### src/rtl/uart_rx_pkg.sv
// Shared types and constants for the UART receiver: FSM states and the
// legal oversampling ratios.
package uart_rx_pkg;

   typedef enum logic [2:0] {
      IDLE,
      START,
      DATA,
      PARITY,
      STOP
   } state_t;

   localparam logic [5:0] PRESC_8  = 6'd8;
   localparam logic [5:0] PRESC_16 = 6'd16;
   localparam logic [5:0] PRESC_32 = 6'd32;

   // Anything other than 16 or 32 falls back to 8 clocks per bit.
   function automatic logic [5:0] legal_prescale(input logic [5:0] p);
      return (p == PRESC_16 || p == PRESC_32) ? p : PRESC_8;
   endfunction

endpackage

### src/rtl/uart_rx_sampler.sv
// Per-bit timing for the UART receiver: counts clocks within a bit cell and
// majority-votes three mid-cell samples of the synchronised line.
module uart_rx_sampler
   import uart_rx_pkg::*;
(
   input  logic       clk,
   input  logic       rst,
   input  logic       active,
   input  logic [5:0] p,
   input  logic       rx_s,
   output logic       bit_done,
   output logic       sampled_bit
);

   logic [5:0] edge_cnt;
   logic [5:0] half;
   logic [2:0] samp;

   assign half        = {1'b0, p[5:1]};
   assign bit_done    = active && (edge_cnt == p - 6'd1);
   assign sampled_bit = (samp[0] & samp[1]) | (samp[0] & samp[2]) | (samp[1] & samp[2]);

   // edge_cnt sits at 0 while idle so the first START cycle is count 0.
   always_ff @(posedge clk or posedge rst) begin
      if (rst) begin
         edge_cnt <= '0;
         samp     <= '0;
      end else if (!active) begin
         edge_cnt <= '0;
      end else begin
         edge_cnt <= bit_done ? 6'd0 : edge_cnt + 6'd1;
         if (edge_cnt == half - 6'd1) samp[0] <= rx_s;
         if (edge_cnt == half)        samp[1] <= rx_s;
         if (edge_cnt == half + 6'd1) samp[2] <= rx_s;
      end
   end

endmodule

### src/rtl/uart_rx.sv
// UART receiver: synchronises RX_IN, walks start/data/parity/stop with the
// sampler's voted bits, and emits one-cycle data_valid / error strobes.
module uart_rx
   import uart_rx_pkg::*;
#(
   parameter int DATA_WIDTH = 8
) (
   input  logic                  CLK,
   input  logic                  RST,
   input  logic                  RX_IN,
   input  logic [5:0]            prescale,
   input  logic                  PAR_EN,
   input  logic                  PAR_TYP,
   output logic [DATA_WIDTH-1:0] P_DATA,
   output logic                  data_valid,
   output logic                  par_err,
   output logic                  stp_err
);

   localparam int BW = (DATA_WIDTH > 1) ? $clog2(DATA_WIDTH) : 1;
   localparam logic [BW-1:0] LAST_BIT = BW'(DATA_WIDTH - 1);

   logic                  sync1, rx_s;
   state_t                state;
   logic [5:0]            p;
   logic                  par_en_l, par_typ_l, par_bad;
   logic [DATA_WIDTH-1:0] shreg;
   logic [BW-1:0]         bit_cnt;
   logic                  bit_done, sampled_bit;

   always_ff @(posedge CLK or posedge RST) begin
      if (RST) begin
         sync1 <= 1'b1;
         rx_s  <= 1'b1;
      end else begin
         sync1 <= RX_IN;
         rx_s  <= sync1;
      end
   end

   uart_rx_sampler u_sampler (
      .clk        (CLK),
      .rst        (RST),
      .active     (state != IDLE),
      .p          (p),
      .rx_s       (rx_s),
      .bit_done   (bit_done),
      .sampled_bit(sampled_bit)
   );

   always_ff @(posedge CLK or posedge RST) begin
      if (RST) begin
         state      <= IDLE;
         p          <= PRESC_8;
         par_en_l   <= 1'b0;
         par_typ_l  <= 1'b0;
         par_bad    <= 1'b0;
         shreg      <= '0;
         bit_cnt    <= '0;
         P_DATA     <= '0;
         data_valid <= 1'b0;
         par_err    <= 1'b0;
         stp_err    <= 1'b0;
      end else begin
         data_valid <= 1'b0;
         par_err    <= 1'b0;
         stp_err    <= 1'b0;
         case (state)
            // Frame configuration is frozen here; later pin changes are ignored.
            IDLE: if (!rx_s) begin
               state     <= START;
               p         <= legal_prescale(prescale);
               par_en_l  <= PAR_EN;
               par_typ_l <= PAR_TYP;
               par_bad   <= 1'b0;
            end
            START: if (bit_done) begin
               if (sampled_bit) state <= IDLE;
               else begin
                  state   <= DATA;
                  bit_cnt <= '0;
               end
            end
            DATA: if (bit_done) begin
               shreg[bit_cnt] <= sampled_bit;
               if (bit_cnt == LAST_BIT) state <= par_en_l ? PARITY : STOP;
               else                     bit_cnt <= bit_cnt + 1'b1;
            end
            PARITY: if (bit_done) begin
               par_bad <= sampled_bit != (^shreg ^ par_typ_l);
               state   <= STOP;
            end
            STOP: if (bit_done) begin
               state   <= IDLE;
               stp_err <= !sampled_bit;
               par_err <= par_bad;
               if (sampled_bit && !par_bad) begin
                  P_DATA     <= shreg;
                  data_valid <= 1'b1;
               end
            end
            default: state <= IDLE;
         endcase
      end
   end

endmodule

### config.mk
export PLATFORM = sky130hd
export DESIGN_NAME = uart_rx
export DESIGN_NICKNAME = d
export VERILOG_FILES = /design/src/rtl/uart_rx_pkg.sv /design/src/rtl/uart_rx_sampler.sv /design/src/rtl/uart_rx.sv
export SDC_FILE = /design/constraint.sdc
export NUM_CORES = 1
export LEC_CHECK = 0
export CAP_MARGIN = 20
export CORE_MARGIN = 5
export CORE_UTILIZATION = 25
export CTS_BUF_LIST = sky130_fd_sc_hd__clkbuf_8
export DETAILED_ROUTE_END_ITERATION = 8
export GPL_ROUTABILITY_DRIVEN = 1
export HOLD_SLACK_MARGIN = 0.03
export PLACE_DENSITY = 0.42
export SYNTH_ARGS = -nofsm -noshare
export SYNTH_HDL_FRONTEND = slang
export SYNTH_HIERARCHICAL = 1
export SYNTH_SLANG_ARGS = --single-unit
### constraint.sdc
create_clock -name CLK -period 2.61 [get_ports CLK]
set_clock_uncertainty 0.05 [all_clocks]
set_input_delay 0.261 -clock CLK [delete_from_list [all_inputs] [get_ports CLK]]
set_output_delay 0.261 -clock CLK [all_outputs]
set_load 0.005 [all_outputs]
==> metrics, run 1 <==
Req. time, crit path 2.75 ns; core outline area 9860 µm²; fmax 411 MHz; Final Max Tran Viols 0; fraction of power consumed by combinational cells 0.357; switch share 0.352; grt total ovfl 0; largest net degree at the start of global routing 32; Overall Global Routing Usage 0.0866; WP depth 10; initial antenna violation count 0; commonest non-fill, non-tap cell in the layout dfrtp_1; DRT Wirelength 5300 µm; Worst slew margin 0.577; Max FO, Critical Path 8; max-cap viol count 0; IO Count 22; critical path type flip-flop to flip-flop; Fin. Hold Viols 0; residual DRC count 0; H-Tree Depth 2; Util after Layout 0.318; pwr/cell area 705 nW/µm²; internal power 1.44 mW; Num CTS Buffers 5; gate count of the mapped netlist 237; YS warnings 6; Static Leak 1.38 nW; crit path time final 2.43 ns; Top delay family on crit path simple AND/OR/NAND/NOR gates; RD Place Congestion 0.795; Yosys cell types 48; sequential element share of the synthesized area 0.443; Setup TNS Final 0 ns; EDFF count, synth 0; clock sinks 45; worst slew pin tran 0.634 ns; post-DR vias/cell 4.36; Peak VDD IR 253 µV; vias in the first global route 1,802; crit-path cells inv_2 -> ha_2 -> xor2_1 -> nand2b_1 -> a31oi_2 -> nor4_4 -> buf_6 -> or3_1 -> nand2_1 -> mux2_2; Psw 0.779 mW; status complete, no violations; via total after detailed routing 1,766; clock root buffer master clkbuf_8; Critical-path top delay cell or3_1; Top FF cell, synth dfrtp_1; Die Height 111 µm; die width 111 µm; commonest cells after routing, fill and taps aside dfrtp_1, nand2_1, clkdlybuf4s50_1; share of cells above drive strength 1 0.228; clk_lat worst skew 0.30 ns; first-pass GRT wire length 8800 µm; CTS Hold Bufs 0; Clock Tree Buf Depth 2; Post-DP HPWL 3970 µm; Pre-antenna DRT Iters 4; Syn Area/Cell 10.8 µm²; CTS tree yes; CP startpoint kind flip-flop; final setup fails 0; CP max stage delay 0.42 ns; clock network fraction of design power 0.254; Nets 289; Syn Nets 255; Worst Reg-to-Reg Cells 10; Setup crit end kind flip-flop; Worst Path Buf+Inv 2; post-route ant nets 0; crit share post-route 0.932; Hold WC Path Type input pin to asynchronous set/reset pin; Syn-to-layout area delta 23.3%; number of DRC markers in iteration 0 55; cell row count 36; share of flip-flops with an asynchronous set or reset 1.00; clk slew on worst S/H paths 0.09 ns; Yosys reg bits 45; area of the mapped netlist 2550 µm²; Die ar. 12,300 µm²; Sequential Power Share 0.388; Diodes inserted 0; starting density of the core 0.258; Worst EP arrival 2.57 ns; # port buffers 21; wire length per cell 13.1 µm
-- flip-flops by register name (all words and copies together), names as in the netlist --
register and cells:
shreg 8, par_err 1, state 3, stp_err 1, P_DATA 8, par_bad 1, rx_s 1, bit_cnt 3
u_sampler/edge_cnt 6, sync1 1, par_en_l 1, data_valid 1, p 6, u_sampler/samp 3, par_typ_l 1
-- cells in the mapped netlist (2+ instances only) --
cell / number / area share
nor4_1: 3 / 0.0074
nand4_1: 2 / 0.0049
o21ai_0: 6 / 0.012
dfrtp_1: 42 / 0.41
mux2_2: 19 / 0.084
nor2_1: 16 / 0.024
xnor2_1: 18 / 0.062
nand3b_1: 3 / 0.0088
clkbuf_1: 3 / 0.0044
nor3b_1: 4 / 0.012
nand2_1: 23 / 0.034
nand3_1: 13 / 0.026
nor2b_1: 2 / 0.0049
nand4b_1: 2 / 0.0069
nand2b_1: 5 / 0.012
a22o_1: 2 / 0.0069
dfstp_2: 3 / 0.031
a31oi_1: 2 / 0.0049
buf_2: 2 / 0.0039
and2_1: 4 / 0.0098
inv_1: 7 / 0.010
ha_1: 7 / 0.034
xor2_1: 15 / 0.052
buf_6: 4 / 0.018
nor3_1: 7 / 0.014
-- power groups by stage --
stage	sequential [mW]	combinational [mW]	clock (mW)
2_1_floorplan	0.863	0.613	0
6_report	0.861	0.792	0.563
5_1_grt	0.874	0.877	0.613
4_1_cts	0.863	0.784	0.585
3_3_place_gp	0.879	0.793	0
3_5_place_dp	0.877	0.779	0
-- stage by stage --
step / std cells / worst slack, ns / total power, mW / hold slack, ns / cell area [µm²]
4_1_cts: 403 / 0.0328 / 2.23 / 0.157 / 3100
3_5_place_dp: 395 / 0.0379 / 1.66 / 0.299 / 2980
3_3_place_gp: 395 / 0.110 / 1.67 / 0.299 / 2980
5_1_grt: 405 / -0.0286 / 2.36 / 0.179 / 3140
6_report: 405 / 0.178 / 2.22 / 0.148 / 3140
2_1_floorplan: 237 / -0.0511 / 1.48 / 0.0389 / 2590
-- area by class of cell --
class,instances,area (µm²)
multi-input cells,174,1360
clock buffers,6,82.6
well taps,133,166
repair buffers,38,342
flip-flops and latches,45,1130
fillers,1010,6720
clock inverters,2,37.5
inverters,7,28.8
-- final timing paths --
| kind | from | to | slack (ns) |
|---|---|---|---|
| max | p[1] | state[0] | 0.18 |
| min | RST | par_en_l | 0.15 |
| max reg2reg | p[1] | state[0] | 0.18 |
| min reg2reg | sync1 | rx_s | 0.31 |
| max in group asynchronous | RST | p[3] | 1.66 |
| min in group CLK | RX_IN | sync1 | 0.31 |
-- worst reg2reg max path, cell delays in order (launching register included) --
cell	delay, ns
dfrtp_1	0.39
inv_2	0.10
ha_2	0.22
xor2_1	0.15
nand2b_1	0.08
a31oi_2	0.24
nor4_4	0.06
buf_6	0.14
or3_1	0.42
nand2_1	0.13
mux2_2	0.34
-- logic make-up after synthesis --
kind of cell / synth area share
AOI/OAI and AO/OA: 0.0437
xor gates and xnor gates: 0.139
adders and majority gates: 0.0383
buffers and inverters: 0.0452
DFF: 0.443
muxes: 0.0884
and+or+nand+nor: 0.202
-- per-layer routing --
metal,vias to the layer above,global-route usage,share of wire
met5,-,0,0
met4,0,0.0230,0.011
met3,6,0.0180,0.020
met2,11,0.158,0.52
met1,871,0.102,0.45
li1,878,-,-
-- repair_timing --
item | 4_1_cts | 5_1_grt
buffers inserted | 0 | 2
resized for setup | 0 | 6
endpoints found under the setup margin | 0 | 10
Note: power is estimated with default switching activity, not from simulation.
==> run 2: changes to the inputs <==
--- a/config.mk
+++ b/config.mk
@@ -12,7 +12,7 @@
 export DETAILED_ROUTE_END_ITERATION = 8
 export GPL_ROUTABILITY_DRIVEN = 1
 export HOLD_SLACK_MARGIN = 0.03
-export PLACE_DENSITY = 0.42
+export PLACE_DENSITY = 0.52
 export SYNTH_ARGS = -nofsm -noshare
 export SYNTH_HDL_FRONTEND = slang
 export SYNTH_HIERARCHICAL = 1
==> constraint.sdc (replaced) <==
create_clock -name CLK -period 2.05 [get_ports CLK]
set_clock_uncertainty 0.05 [all_clocks]
set_input_delay 0.205 -clock CLK [delete_from_list [all_inputs] [get_ports CLK]]
set_output_delay 0.205 -clock CLK [all_outputs]
set_load 0.005 [all_outputs]
==> run 2 against run 1 <==
The run now ends with negative setup slack left; highest routed layer unchanged; count of clock-buffer cells in the layout fell by 1; critical endpoint unchanged; setup slack got worse by 0.49 ns; largest cell class unchanged; clock power is 42% higher.
==> metrics, run 2 (same netlist as run 1, synthesis figures left out) <==
Die Height 111 µm; non-filler cells, final 422; clk_lat worst skew 0.30 ns; met1 Usage GRT 0.119; top flop regs P_DATA x8, shreg x8; Worst EP arrival 2.50 ns; Overall Global Routing Usage 0.0932; Hold WC Path Type input pin to asynchronous set/reset pin; Final WS setup -0.311 ns; post-DR vias/cell 4.34; setup repair after global routing missed its margin yes; CP max stage delay 0.40 ns; Die ar. 12,300 µm²; via total after detailed routing 1,833; final setup fails 25; Overall Power 3.17 mW; clk slew on worst S/H paths 0.09 ns; Worst slew margin 0.675; first-pass GRT wire length 9560 µm; Post-DP Area 3110 µm²; Max FO, Critical Path 6; Worst Path Buf+Inv 2; commonest cells after routing, fill and taps aside dfrtp_1, buf_4, clkdlybuf4s50_1; CTS Hold Bufs 0; initial antenna violation count 0; starting density of the core 0.258; pwr/cell area 888 nW/µm²; Static Leak 1.49 nW; largest net degree at the start of global routing 37; clock sinks 45; Top delay family on crit path simple AND/OR/NAND/NOR gates; post-route ant nets 0; Nets 306; critical path type flip-flop to flip-flop; post-place setup slack -0.418 ns; RD Place Congestion 0.798; wire length per cell 13.2 µm; grt total ovfl 0; failing checks negative setup slack; IO Count 22; residual DRC count 0; Inst Count DP 409; Final Instance Area 3570 µm²; Peak VDD IR 375 µV; vias in the first global route 1,960; Num CTS Buffers 5; layer with the highest usage met2; crit-path cells inv_2 -> ha_4 -> xor2_1 -> nand2b_1 -> a31oi_2 -> nor4_4 -> buf_6 -> or3_4 -> nand2_4 -> mux2_2; met3 usage 0.0186; GRT met2 Usage 0.159; Diodes inserted 0; Critical R2R Launch p[1]; setup slack, reg-to-reg -0.31 ns; Clock Tree Buf Depth 2; # port buffers 21; Req. time, crit path 2.19 ns; Final Max Tran Viols 0; Setup crit end kind flip-flop; die width 111 µm; Syn-to-layout area delta 40.0%; worst reg2reg endpoint state[0]; CP startpoint kind flip-flop; cell row count 36; crit path time final 2.36 ns; clock root buffer master clkbuf_8; DRT Wirelength 5590 µm; core outline area 9860 µm²; H-Tree Depth 2; worst setup path start p[1]; fmax 424 MHz; Post-DP HPWL 3980 µm; Pre-antenna DRT Iters 4; Fin. Hold Viols 0; number of DRC markers in iteration 0 52; share of cells above drive strength 1 0.391; commonest non-fill, non-tap cell in the layout dfrtp_1; max-cap viol count 0; CTS tree yes; status complete, but fails checks; Worst Reg-to-Reg Cells 10; crit share post-route 1.15; Critical-path top delay cell dfrtp_1; worst slew pin tran 0.487 ns
==> run 2: changes by cell type in the layout (fill, tap and decap cells not counted), moves of 4 or more <==
cell	before	now
nor2_4	0	8
nor3_4	1	5
o21ai_0	5	1
nand2_2	0	4
nor2_1	16	7
buf_4	16	30
mux2_4	1	7
nand2_1	23	17
mux2_2	18	12
==> run 2: area by class of cell <==
cell class              count  area [µm²]
clock inverters             3        65.1
clock buffers               5        68.8
fillers                   959        6300
well taps                 133         166
multi-input cells         174        1620
inverters                   7        28.8
repair buffers             55         489
flip-flops and latches     45        1130
==> run 2: power by group <==
part           switching (mW)  internal [mW]  leakage [nW]
registers              0.0809           1.00         0.601
clock network           0.317          0.484        0.0681
logic                   0.701          0.579         0.823
total                    1.10           2.07          1.49
==> run 2: how the worst max path moves through the flow <==
stage | to | depth (start not counted)
2_1_floorplan | P_DATA[1] | 11
3_3_place_gp | shreg[1] | 10
3_5_place_dp | state[0] | 10
4_1_cts | P_DATA[1] | 11
5_1_grt | P_DATA[1] | 10
6_report | state[0] | 10
==> run 2: per-stage QoR <==
stage / setup TNS (ns) / util / hold slack, ns
after floorplan: -9.54 / - / -0.0171
after global placement: -5.47 / 0.315 / 0.297
after detailed placement: -6.19 / 0.315 / 0.297
after CTS: -6.22 / 0.349 / 0.152
after global routing: -8.75 / 0.362 / 0.185
final: -5.49 / 0.362 / 0.146
==> run 2: metal layers <==
| layer | routed length (µm) | up-vias |
|---|---|---|
| met5 | 0 | - |
| met4 | 103 | 0 |
| met3 | 88 | 7 |
| met2 | 2780 | 14 |
| met1 | 2620 | 901 |
| li1 | - | 911 |
==> run 2: what timing repair did <==
action | 4_1_cts | 5_1_grt
endpoints found under the hold margin | 0 | 0
endpoints found under the setup margin | 24 | 32
resized for setup | 40 | 29
pin swaps | 13 | 8
setup buffers | 3 | 3
